**src/rtl/bvurem_inv_search_if.sv**
```systemverilog
// Request/response bundle for the urem inverse finder: operand request in,
// search result out, each with its own valid/ready handshake.
interface bvurem_inv_search_if #(parameter int W = 4);
  logic         in_valid;
  logic         in_ready;
  logic [W-1:0] in_s;
  logic [W-1:0] in_t;
  logic         in_pos;
  logic         in_eq;
  logic         out_valid;
  logic         out_ready;
  logic         out_sat;
  logic [W-1:0] out_x;
  logic [W:0]   out_iters;

  modport master (
    output in_valid, in_s, in_t, in_pos, in_eq, out_ready,
    input  in_ready, out_valid, out_sat, out_x, out_iters
  );
  modport slave (
    input  in_valid, in_s, in_t, in_pos, in_eq, out_ready,
    output in_ready, out_valid, out_sat, out_x, out_iters
  );
endinterface

```
**src/rtl/bvurem_inv_search.sv**
```systemverilog
// Sequential search for the smallest x with (x urem s) or (s urem x) related
// to t by == or !=; each candidate is checked with a W-step restoring divider.
module bvurem_inv_search #(
  parameter int W = 4
) (
  input  logic          clk,
  input  logic          rst,
  bvurem_inv_search_if.slave io
);
  localparam int SW = $clog2(W + 1);

  typedef enum logic [2:0] {IDLE, SETUP, DIV, CHECK, DONE} state_e;

  state_e        state_q;
  logic [W-1:0]  s_q, t_q, cand_q, dvd_q, dvs_q;
  logic          pos_q, eq_q;
  logic [W:0]    rem_q;
  logic [SW-1:0] step_q;
  logic          in_ready_q, out_valid_q, out_sat_q;
  logic [W-1:0]  out_x_q;
  logic [W:0]    out_iters_q;

  logic [W:0]    shl, rem_d, rem_fin;
  logic          hit;

  always_comb begin
    shl     = {rem_q[W-1:0], dvd_q[W-1]};
    rem_d   = (shl >= {1'b0, dvs_q}) ? shl - {1'b0, dvs_q} : shl;
    // SMT-LIB: a urem 0 = a, so bypass whatever the divider produced
    rem_fin = (dvs_q == '0) ? {1'b0, (pos_q ? s_q : cand_q)} : rem_q;
    hit     = eq_q ? (rem_fin == {1'b0, t_q}) : (rem_fin != {1'b0, t_q});
  end

  always_ff @(posedge clk) begin
    if (rst) begin
      state_q     <= IDLE;
      s_q         <= '0;
      t_q         <= '0;
      cand_q      <= '0;
      dvd_q       <= '0;
      dvs_q       <= '0;
      pos_q       <= 1'b0;
      eq_q        <= 1'b0;
      rem_q       <= '0;
      step_q      <= '0;
      in_ready_q  <= 1'b1;
      out_valid_q <= 1'b0;
      out_sat_q   <= 1'b0;
      out_x_q     <= '0;
      out_iters_q <= '0;
    end else begin
      case (state_q)
        IDLE: if (io.in_valid && in_ready_q) begin
          s_q        <= io.in_s;
          t_q        <= io.in_t;
          pos_q      <= io.in_pos;
          eq_q       <= io.in_eq;
          cand_q     <= '0;
          in_ready_q <= 1'b0;
          state_q    <= SETUP;
        end
        SETUP: begin
          dvd_q   <= pos_q ? s_q : cand_q;
          dvs_q   <= pos_q ? cand_q : s_q;
          rem_q   <= '0;
          step_q  <= '0;
          state_q <= DIV;
        end
        DIV: begin
          rem_q  <= rem_d;
          dvd_q  <= dvd_q << 1;
          step_q <= step_q + 1'b1;
          if (step_q == SW'(W - 1)) state_q <= CHECK;
        end
        CHECK: begin
          if (hit) begin
            out_sat_q   <= 1'b1;
            out_x_q     <= cand_q;
            out_iters_q <= {1'b0, cand_q} + (W+1)'(1);
            out_valid_q <= 1'b1;
            state_q     <= DONE;
          end else if (cand_q == '1) begin
            out_sat_q   <= 1'b0;
            out_x_q     <= '0;
            out_iters_q <= {1'b1, {W{1'b0}}};
            out_valid_q <= 1'b1;
            state_q     <= DONE;
          end else begin
            cand_q  <= cand_q + 1'b1;
            state_q <= SETUP;
          end
        end
        DONE: if (io.out_ready) begin
          out_valid_q <= 1'b0;
          in_ready_q  <= 1'b1;
          state_q     <= IDLE;
        end
        default: state_q <= IDLE;
      endcase
    end
  end

  assign io.in_ready  = in_ready_q;
  assign io.out_valid = out_valid_q;
  assign io.out_sat   = out_sat_q;
  assign io.out_x     = out_x_q;
  assign io.out_iters = out_iters_q;
endmodule
```
**src/flat_wrapper.sv**
```systemverilog
// flat-port wrapper written by rule: the top's interface ports become plain ports
module bvurem_inv_search_flat 
#(
  parameter int W = 4
)
  (clk, rst, io_in_valid, io_in_s, io_in_t, io_in_pos, io_in_eq, io_out_ready, io_in_ready, io_out_valid, io_out_sat, io_out_x, io_out_iters);
  bvurem_inv_search_if #(.W(W)) io_i ();
  input  logic clk;
  input  logic rst;
  input wire logic [$bits(io_i.in_valid)-1:0] io_in_valid;
  input wire logic [$bits(io_i.in_s)-1:0] io_in_s;
  input wire logic [$bits(io_i.in_t)-1:0] io_in_t;
  input wire logic [$bits(io_i.in_pos)-1:0] io_in_pos;
  input wire logic [$bits(io_i.in_eq)-1:0] io_in_eq;
  input wire logic [$bits(io_i.out_ready)-1:0] io_out_ready;
  output wire logic [$bits(io_i.in_ready)-1:0] io_in_ready;
  output wire logic [$bits(io_i.out_valid)-1:0] io_out_valid;
  output wire logic [$bits(io_i.out_sat)-1:0] io_out_sat;
  output wire logic [$bits(io_i.out_x)-1:0] io_out_x;
  output wire logic [$bits(io_i.out_iters)-1:0] io_out_iters;
  assign io_i.in_valid = io_in_valid;
  assign io_i.in_s = io_in_s;
  assign io_i.in_t = io_in_t;
  assign io_i.in_pos = io_in_pos;
  assign io_i.in_eq = io_in_eq;
  assign io_i.out_ready = io_out_ready;
  assign io_in_ready = io_i.in_ready;
  assign io_out_valid = io_i.out_valid;
  assign io_out_sat = io_i.out_sat;
  assign io_out_x = io_i.out_x;
  assign io_out_iters = io_i.out_iters;
  bvurem_inv_search #(.W(W)) u_core (.clk(clk), .rst(rst), .io(io_i));
endmodule
```
**config.mk**
```make
export PLATFORM = sky130hd
export DESIGN_NAME = bvurem_inv_search_flat
export DESIGN_NICKNAME = d
export VERILOG_FILES = /design/src/rtl/bvurem_inv_search_if.sv /design/src/rtl/bvurem_inv_search.sv /design/src/flat_wrapper.sv
export SDC_FILE = /design/constraint.sdc
export NUM_CORES = 1
export LEC_CHECK = 0
export BUFFER_PORTS_ARGS = -buffer_cell sky130_fd_sc_hd__buf_2
export CAP_MARGIN = 15
export CORE_MARGIN = 2
export CORE_UTILIZATION = 46
export CTS_BUF_LIST = sky130_fd_sc_hd__clkbuf_16
export DETAILED_ROUTE_END_ITERATION = 16
export PLACE_DENSITY = 0.67
export SYNTH_ARGS = -nofsm -noshare
export SYNTH_HDL_FRONTEND = slang
export SYNTH_SLANG_ARGS = --single-unit
export TNS_END_PERCENT = 1
```
**constraint.sdc**
```tcl
create_clock -name clk -period 2.7 [get_ports clk]
set_input_delay 0 -clock clk [delete_from_list [all_inputs] [get_ports clk]]
set_output_delay 0 -clock clk [all_outputs]
set_load 0.01 [all_outputs]
```
After elaboration in Yosys (flattened, before gate mapping)
Cells that the tools add are included.
- bits in writable memories: 0
- output and inout port bits: 12
- flip-flop bits (word level): 45
- memories kept: 0
- memory bits (read-only): 0
- bits in latches: 0
- magnitude comparators: 1
- shift-type cells: 0
- eq/ne operators: 14
- mux-type cells: 31
- div/mod/pow operators: 0
- multiply operators: 0
- $add $sub $neg: 4
- reductions and logical operators: 14
- bitwise logic cells: 0
- operators with widths (kind ; number):
    $mux 4 ; 7
    $mux 5 ; 4
    $pmux 4 s2 ; 2
    $mux 3 ; 5
    $pmux 3 s5 ; 1
    $pmux 5 s2 ; 1
    $reduce_bool 2->1 ; 5
    $eq 3x2->1 const B ; 3
    $reduce_and 3->1 ; 3
    $mux 1 ; 8
    $ne 2x2->1 const B ; 3
    $pmux 3 s2 ; 1
    $add 4x1->5 const B ; 1
    $eq 5x4->1 ; 1
    $ge 5x4->1 ; 1
    $ne 5x4->1 ; 1
    $sub 5x4->5 ; 1
    $add 4x1->4 const B ; 1
    $eq 4x4->1 const B ; 1
    $logic_not 4->1 ; 1
    $ne 2x1->1 const B ; 2
    $pmux 1 s2 ; 2
    $reduce_and 2->1 ; 2
    $reduce_and 4->1 ; 1
    other kinds (6) ; 6

Longest topological paths before layout
Gate-level depths: netlist of the first run.
- word-level depth: 6
- gate-level depth with buffers: 10
- mapped depth without buffers: 10

Worst setup path after synthesis of the first run
Ideal clock, no wire load.
- kind: register to register
- from: reg u_core.dvs_q[0]
- to: reg u_core.out_iters_q[0] (netlist: u_core.io.out_iters[0])
- setup slack: 0.320 ns
- stages on the path, launching flop included: 9
- period minus slack after synthesis: 2.380 ns
- arrival: 2.309 ns
- data required time: 2.630 ns
- setup time: 0.070 ns
- path buffers: 1
- path through: dfxtp_1 -> nor4_4 -> mux2i_1 -> xnor2_1 -> nor4_4 -> mux2i_2 -> buf_4 -> nand3_1 -> a21oi_1
- word-level cells in the longest chain between the ends: 6
- elaborated cells between the ends (all ways): 8
- RTL lines (element ; line ; text):
    start: declaration ; bvurem_inv_search.sv:15 ; logic [W-1:0] s_q, t_q, cand_q, dvd_q, dvs_q;
    start signal: assignment ; bvurem_inv_search.sv:64 ; dvs_q <= pos_q ? cand_q : s_q;
    $logic_not 4->1 * ; bvurem_inv_search.sv:30 ; rem_fin = (dvs_q == '0) ? {1'b0, (pos_q ? s_q : cand_q)} : rem_q;
    $mux 5 * ; bvurem_inv_search.sv:30 ;
    $ne 5x4->1 / $eq 5x4->1 (equally long branches) ; bvurem_inv_search.sv:31 ; hit = eq_q ? (rem_fin == {1'b0, t_q}) : (rem_fin != {1'b0, t_q});
    $mux 1 * ; bvurem_inv_search.sv:31 ;
    $reduce_bool 2->1 (no line) ; -- ;
    $reduce_and 2->1 (no line) ; -- ;
    end signal: assignment ; bvurem_inv_search.sv:79 ; out_iters_q <= {1'b0, cand_q} + (W+1)'(1);
    end signal: assignment ; bvurem_inv_search.sv:85 ; out_iters_q <= {1'b1, {W{1'b0}}};
    end: declaration ; bvurem_inv_search.sv:21 ; logic [W:0] out_iters_q;
Every way passes the cells marked *; elsewhere a longest branch is shown, timed or not.
A chain may end at the register's enable or synchronous reset.

Worst setup path after layout of the first run
- from: reg u_core.pos_q
- to: reg u_core.out_iters_q[2] (netlist: u_core.io.out_iters[2])
- word-level cells in the longest chain between the ends: 6
- elaborated cells between the ends (all ways): 8
- RTL lines (element ; line ; text):
    start: declaration ; bvurem_inv_search.sv:16 ; logic pos_q, eq_q;
    start signal: assignment ; bvurem_inv_search.sv:56 ; pos_q <= io.in_pos;
    $mux 4 * ; bvurem_inv_search.sv:30 ;
    $mux 5 * ; bvurem_inv_search.sv:30 ;
    $ne 5x4->1 / $eq 5x4->1 (equally long branches) ; bvurem_inv_search.sv:31 ;
    $mux 1 * ; bvurem_inv_search.sv:31 ;
    $reduce_bool 2->1 (no line) ; -- ;
    $reduce_and 2->1 (no line) ; -- ;
Marks and branches as above.

==> impl_metrics.csv, run 1 <==
group,metric,value,unit
synth,synthFlopType,"dfxtp_1",
hold_path,hp-start,"io_out_ready",
floorplan,dieArea,5510,sq um
routing,ant_nets,0,
final_layout,final_net_count,327,
final_layout,drive_gt1_frac,0.199,
final_layout,antenna_cells,0,
synth,synth_nets,285,
routing,m1WireLength,2.45,mm
critical_path,path_max_fanout,6,
routing,vias,1920,
synth,synth_top_family_by_area,"simple AND/OR/NAND/NOR gates",
timing,setup_viol,0,
floorplan,die_w,74.2,um
pwr,combPwrFrac,0.246,
cts,clk_pin_slew,60,ps
pwr,clkPwrFrac,0.354,
cts,clock_path_buffers,2,
critical_path,rrSetupSlack,200,ps
placement,dp_hpwl,3.34,mm
synth,yosys.area.top_type,"dfxtp_1",
grt,grt-ovfl-total,0,
synth,synth_area,2270,sq um
timing,worst_slew_pin_slew,648,ps
pwr,power_switching,0.000527,W
critical_path,start_kind,"register",
pwr,power_density,676,nW/um^2
critical_path,worstRegToRegCells,8,
synth,synth_top_area_share,0.397,
timing,rsz0062_at_grt,"false",
synth,synth_commonest_cells,"dfxtp_1 (45), nand2_1 (35), a21oi_1 (28)",
synth,synthMuxAreaShare,0.0889,
pwr,intPower,0.00136,W
placement,dp_slack,164,ps
final_layout,multi_input_area,1270,sq um
routing,drt_iter0_markers,132,
critical_path,crit_path_end_kind,"register",
pwr,p_total,0.00189,W
placement,gp_congestion,0.749,
synth,syn_avg_cell_area,8.62,sq um
synth,yosys.cell_types.count,47,
grt,track_usage,0.186,
final_layout,areaGrowthSynthToFinish,23.2,%
timing,skew,4.53,ps
synth,synth_compound_area_frac,0.159,
synth,syn_inst,263,
floorplan,initial_core_util,0.480,
critical_path,cp_cell_sequence,"mux2i_1 > xor2_1 > a21oi_1 > nor4_4 > mux2i_4 > buf_4 > mux2_4 > nor2_2",
pwr,peakVddDrop,0.321,mV
cts,clock_tree.root_cell,"clkbuf_16",
grt,grt_pass1_wl,7.86,mm
timing,clock.fmax,0.400,GHz
routing,wl_met3,131,um
routing,wl_met2,2.18,mm
routing,drt-total-wl,4.81,mm
critical_path,crit_type,"reg2reg",
critical_path,worst_path_max_delay_cell,"dfxtp_1",
timing,fin_tns_setup,0,ps
final_layout,fill_cells,423,
pwr,power.share.switching,0.279,
floorplan,ios,26,
synth,yosys.area_share.simple,0.235,
floorplan,core,4720,sq um
timing,final-hold-violation-count,0,
critical_path,timing.rr.start,"u_core.pos_q",
floorplan,fp.dieH,74.2,um
timing,slew_headroom,0.566,
run,cap_violations,0,
timing,post-route-min-period,2500,ps
cts,cts_tree,"done",
final_layout,regArea,901,sq um
pwr,seqPwrFrac,0.400,
synth,yosys.cell_count.top_type,"dfxtp_1",
outcome,status,"finished, final reports clean",
critical_path,cpPeakStageDelay,500,ps
synth,synthXorXnorAreaFrac,0.0270,
timing,min_period_over_period,0.926,
final_layout,design_area,2790,sq um
timing,layout_setup_ws,201,ps
hold_path,worst_hold_path_type,"in2reg",
critical_path,required,2930,ps
timing,final-max-slew-violation-count,0,
grt,first_global_vias,1661,
synth,async_flop_share,0,
synth,synth-edff-count,0,
hold_path,min_to,"u_core.io.in_ready",
critical_path,worstPathArrival,2720,ps
grt,antenna_found_initial,0,
critical_path,regToRegEndpoint,"u_core.io.out_iters[2]",
hold_path,hold_path_depth,3,
synth,ys_warn_count,0,
cts,insertion_delay,280,ps
synth,synth_area_leaders,"dfxtp_1 (40%), a21oi_1 (6.2%), nand2_1 (5.8%)",
routing,drt-vias-per-instance,5.15,
cts,cts.sinks,45,
grt,grt_max_degree,41,
cts,h-tree-depth,2,
placement,dpl_cell_area,2500,sq um
routing,wl_per_cell,12.9,um
pwr,leakage,1.11,nW
routing,dr.pass1.iters,4,
cts,cts_buffers,5,
routing,drcViolationCount,0,
synth,synth_seq_cells,45,
floorplan,fp-row-count,25,
placement,io_buffers,25,
synth,seq_area_frac_synth,0.397,
routing,top_layer,"met4",
synth,synthAdderAreaFrac,0.0475,
-- area by class of cell --
cell class,count,area share
inverters,9,0.0121
flip-flops and latches,45,0.323
repair buffers,50,0.121
well taps,67,0.0300
clock buffers,5,0.0448
multi-input cells,194,0.456
clock inverters,3,0.0134
-- layer usage --
metal,vias up,track usage
met4,0,0.0545
met3,5,0.0447
met5,-,0
li1,1000,-
met1,893,0.264
met2,22,0.281
-- power groups by stage --
stage / sequential [W] / clock [W] / combinational [W]
final: 0.000755 / 0.000668 / 0.000464
after global routing: 0.000760 / 0.000704 / 0.000522
after CTS: 0.000754 / 0.000681 / 0.000450
after detailed placement: 0.000769 / 0 / 0.000437
after global placement: 0.000767 / 0 / 0.000433
after floorplan: 0.000753 / 0 / 0.000334
-- flip-flops by register name, indices dropped and copies added, names as in the netlist, 3 cells and up --
register and cells:
u_core.cand_q 4, u_core.state_q 3, u_core.dvd_q 4, u_core.step_q 3, u_core.s_q 4, u_core.io.out_iters 5, u_core.io.out_x 4, u_core.t_q 4
u_core.rem_q 5, u_core.dvs_q 4
-- cell families after synthesis --
family                     after synthesis
AOI/OAI and AO/OA                       57
xor gates and xnor gates                 7
adders and majority gates                8
buffers and inverters                   24
DFF                                     45
muxes                                   18
and+or+nand+nor                        104
-- how the worst max path moves through the flow --
stage	start	to	slack, ps	depth (start not counted)
6_report	u_core.pos_q	u_core.io.out_iters[2]	200	8
5_1_grt	u_core.dvs_q[1]	u_core.rem_q[2]	50	9
4_1_cts	u_core.pos_q	u_core.io.out_iters[1]	130	8
2_1_floorplan	u_core.dvs_q[0]	u_core.io.out_iters[0]	320	8
3_5_place_dp	u_core.pos_q	u_core.io.out_iters[3]	160	8
3_3_place_gp	u_core.pos_q	u_core.io.out_iters[3]	220	8
-- critical path, delay by kind of cell, from the launching register on --
family                 cells  cell delay (ps)
multiplexers               3             1000
XOR/XNOR                   1              240
flip-flops                 1              500
AO/OA/AOI/OAI              1              130
AND/OR/NAND/NOR            2              410
buffers and inverters      1              160
-- placed cells by master, fill, tap and decap left out, types with 2 or more instances in the layout --
cell / Yosys / routed
nor2_1: 21 / 21
inv_1: 9 / 10
mux2i_1: 12 / 12
nor3_1: 2 / 2
mux2_2: 2 / 2
mux2_4: 3 / 3
or2_2: 4 / 4
ha_1: 7 / 7
xor2_1: 4 / 4
buf_2: 0 / 25
buf_4: 1 / 15
nand3b_1: 5 / 5
nand2b_1: 3 / 3
nor2b_1: 3 / 3
nor3b_1: 3 / 3
nor4_4: 2 / 2
a21oi_1: 28 / 28
a22oi_1: 5 / 5
a211oi_1: 4 / 4
nand3_1: 16 / 16
clkbuf_16: 0 / 5
nand2_1: 35 / 35
o21ai_0: 3 / 3
xnor2_1: 3 / 3
dfxtp_1: 45 / 45
dlygate4sd3_1: 0 / 10
or2_0: 2 / 2
a31oi_1: 3 / 3
and2_1: 3 / 3
a21o_1: 4 / 4
-- metrics by stage --
stage,hold WS (ps),util,std cells
floorplan,136,-,263
finish,10.2,0.591,373
detailed placement,246,0.529,352
CTS,15.4,0.585,370
global route,36.3,0.591,373
global placement,240,0.529,352
-- timing repair --
| item | in CTS | in global routing |
|---|---|---|
| resized for setup | 0 | 1 |
| setup endpoints to repair | 0 | 6 |
| buffers inserted | 0 | 3 |
| hold buffers | 10 | 0 |
| endpoints found under the hold margin | 10 | 0 |
Note: power is estimated with default switching activity, not from simulation.
==> run 2: changes to the inputs <==
Settings changed: MAX_ROUTING_LAYER set to met4.
==> run 2 against run 1 <==
  * Final cell count stayed put
  * Sequential share of layout area stayed put
  * Hold slack hardly changed
  * Non-clock buffer count stayed put
  * Worst setup slack hardly changed
  * Clock power hardly changed
  * Critical path depth stayed put
  * Total power hardly changed
  * Count of clock-buffer cells in the layout stayed put
  * Sequential power hardly changed
  * Maximum frequency hardly changed
  * Largest cell class unchanged
==> impl_metrics.csv, run 2 (synthesis gave the netlist of run 1 again) <==
group,metric,value,unit
pwr,peakVddDrop,0.321,mV
final_layout,antenna_cells,0,
critical_path,start_kind,"register",
cts,clock_path_buffers,2,
critical_path,crit_path_end_kind,"register",
final_layout,final_common_cell,"dfxtp_1",
routing,drcViolationCount,0,
critical_path,crit_start,"u_core.pos_q",
critical_path,cp_top_family,"multiplexers",
hold_path,worst_hold_path_type,"in2reg",
final_layout,layout_common_cells,"dfxtp_1 (45), nand2_1 (35), a21oi_1 (28)",
timing,whs,9.70,ps
critical_path,required,2930,ps
timing,final-hold-violation-count,0,
floorplan,core,4720,sq um
routing,wl_per_cell,12.9,um
timing,clock.fmax,0.400,GHz
timing,setup_viol,0,
floorplan,ios,26,
floorplan,die_w,74.2,um
critical_path,timing.rr.start,"u_core.pos_q",
pwr,leakage,1.11,nW
final_layout,drive_gt1_frac,0.199,
timing,skew,4.22,ps
grt,grt_pass1_wl,7.87,mm
grt,grt-ovfl-total,0,
timing,post-route-min-period,2500,ps
critical_path,cp.depth,8,
cts,cts_buffers,5,
placement,dp_hpwl,3.34,mm
cts,cts.sinks,45,
grt,track_usage,0.192,
floorplan,fp-row-count,25,
critical_path,cp_cell_sequence,"mux2i_1 > xor2_1 > a21oi_1 > nor4_4 > mux2i_4 > buf_4 > mux2_4 > nor2_2",
cts,insertion_delay,280,ps
placement,gp_congestion,0.758,
placement,io_buffers,25,
timing,rsz0062_at_grt,"false",
routing,ant_nets,0,
floorplan,dieArea,5510,sq um
critical_path,regToRegEndpoint,"u_core.io.out_iters[2]",
critical_path,worstPathArrival,2720,ps
grt,grt_max_degree,41,
outcome,status,"finished, final reports clean",
critical_path,rrSetupSlack,200,ps
pwr,power_density,676,nW/um^2
critical_path,worst_path_max_delay_cell,"dfxtp_1",
final_layout,areaGrowthSynthToFinish,23.2,%
cts,clk_pin_slew,60,ps
timing,final-max-slew-violation-count,0,
timing,worst_slew_pin_slew,648,ps
cts,cts_tree,"done",
grt,antenna_found_initial,0,
cts,h-tree-depth,2,
routing,vias,1909,
critical_path,worstRegToRegCells,8,
timing,slew_headroom,0.567,
routing,drt_iter0_markers,142,
critical_path,critPathCapture,"u_core.io.out_iters[2]",
routing,dr.pass1.iters,4,
critical_path,crit_buf_inv,1,
critical_path,cpPeakStageDelay,500,ps
critical_path,path_max_fanout,6,
cts,clock_tree.root_cell,"clkbuf_16",
grt,first_global_vias,1660,
floorplan,fp.dieH,74.2,um
timing,min_period_over_period,0.926,
routing,drt-vias-per-instance,5.12,
critical_path,crit_type,"reg2reg",
timing,fin_tns_setup,0,ps
final_layout,final_net_count,327,
floorplan,initial_core_util,0.480,
run,cap_violations,0,
routing,drt-total-wl,4.81,mm
-- run 2: layout make-up --
type | count | area (sq um)
Clock buffer | 5 | 125
Fill cell | 423 | 1930
Tap cell | 67 | 83.8
Inverter | 9 | 33.8
Multi-Input combinational cell | 194 | 1270
Sequential cell | 45 | 901
Clock inverter | 3 | 37.5
Timing Repair Buffer | 50 | 338
-- run 2: how the worst min path moves through the flow --
stage	from	endpoint	slack, ps	cells past startpoint
after global routing	io_out_ready	u_core.io.in_ready	40	3
after detailed placement	io_in_s[2]	u_core.s_q[2]	250	3
after CTS	io_out_ready	u_core.io.in_ready	20	3
after global placement	io_in_s[2]	u_core.s_q[2]	240	3
after floorplan	io_in_s[0]	u_core.s_q[0]	140	2
final	io_out_ready	u_core.io.in_ready	10	3
-- run 2: what timing repair did --
item | in CTS | in global routing
endpoints found under the setup margin | 0 | 6
gates resized for setup | 0 | 1
hold buffers | 10 | 0
endpoints found under the hold margin | 10 | 0
setup buffers | 0 | 3
-- run 2: tightest hold or removal path, delay by kind of cell --
family	cells	cell delay [ps]
buffers and inverters	1	90
AND/OR/NAND/NOR	2	170
-- run 2: stage by stage --
step | setup slack (ps) | std cells | area, sq um | utilization | total power [W]
detailed placement | 164 | 352 | 2500 | 0.529 | 0.00121
global route | 53.3 | 373 | 2790 | 0.591 | 0.00199
global placement | 220 | 352 | 2500 | 0.529 | 0.00120
CTS | 133 | 370 | 2760 | 0.585 | 0.00188
finish | 201 | 373 | 2790 | 0.591 | 0.00189
floorplan | 320 | 263 | 2270 | - | 0.00109
-- run 2: metal layers --
layer / up-vias / wire length (um) / track usage
li1: 999 / - / -
met1: 887 / 2460 / 0.265
met2: 18 / 2180 / 0.281
met3: 5 / 120 / 0.0447
met4: 0 / 53 / 0.0545
met5: - / 0 / -
-- run 2: where the power goes --
part | leakage [nW] | switching [W] | internal (W)
Sequential | 0.365 | 0.0000486 | 0.000706
Combinational | 0.663 | 0.000240 | 0.000225
Clock | 0.0826 | 0.000238 | 0.000430
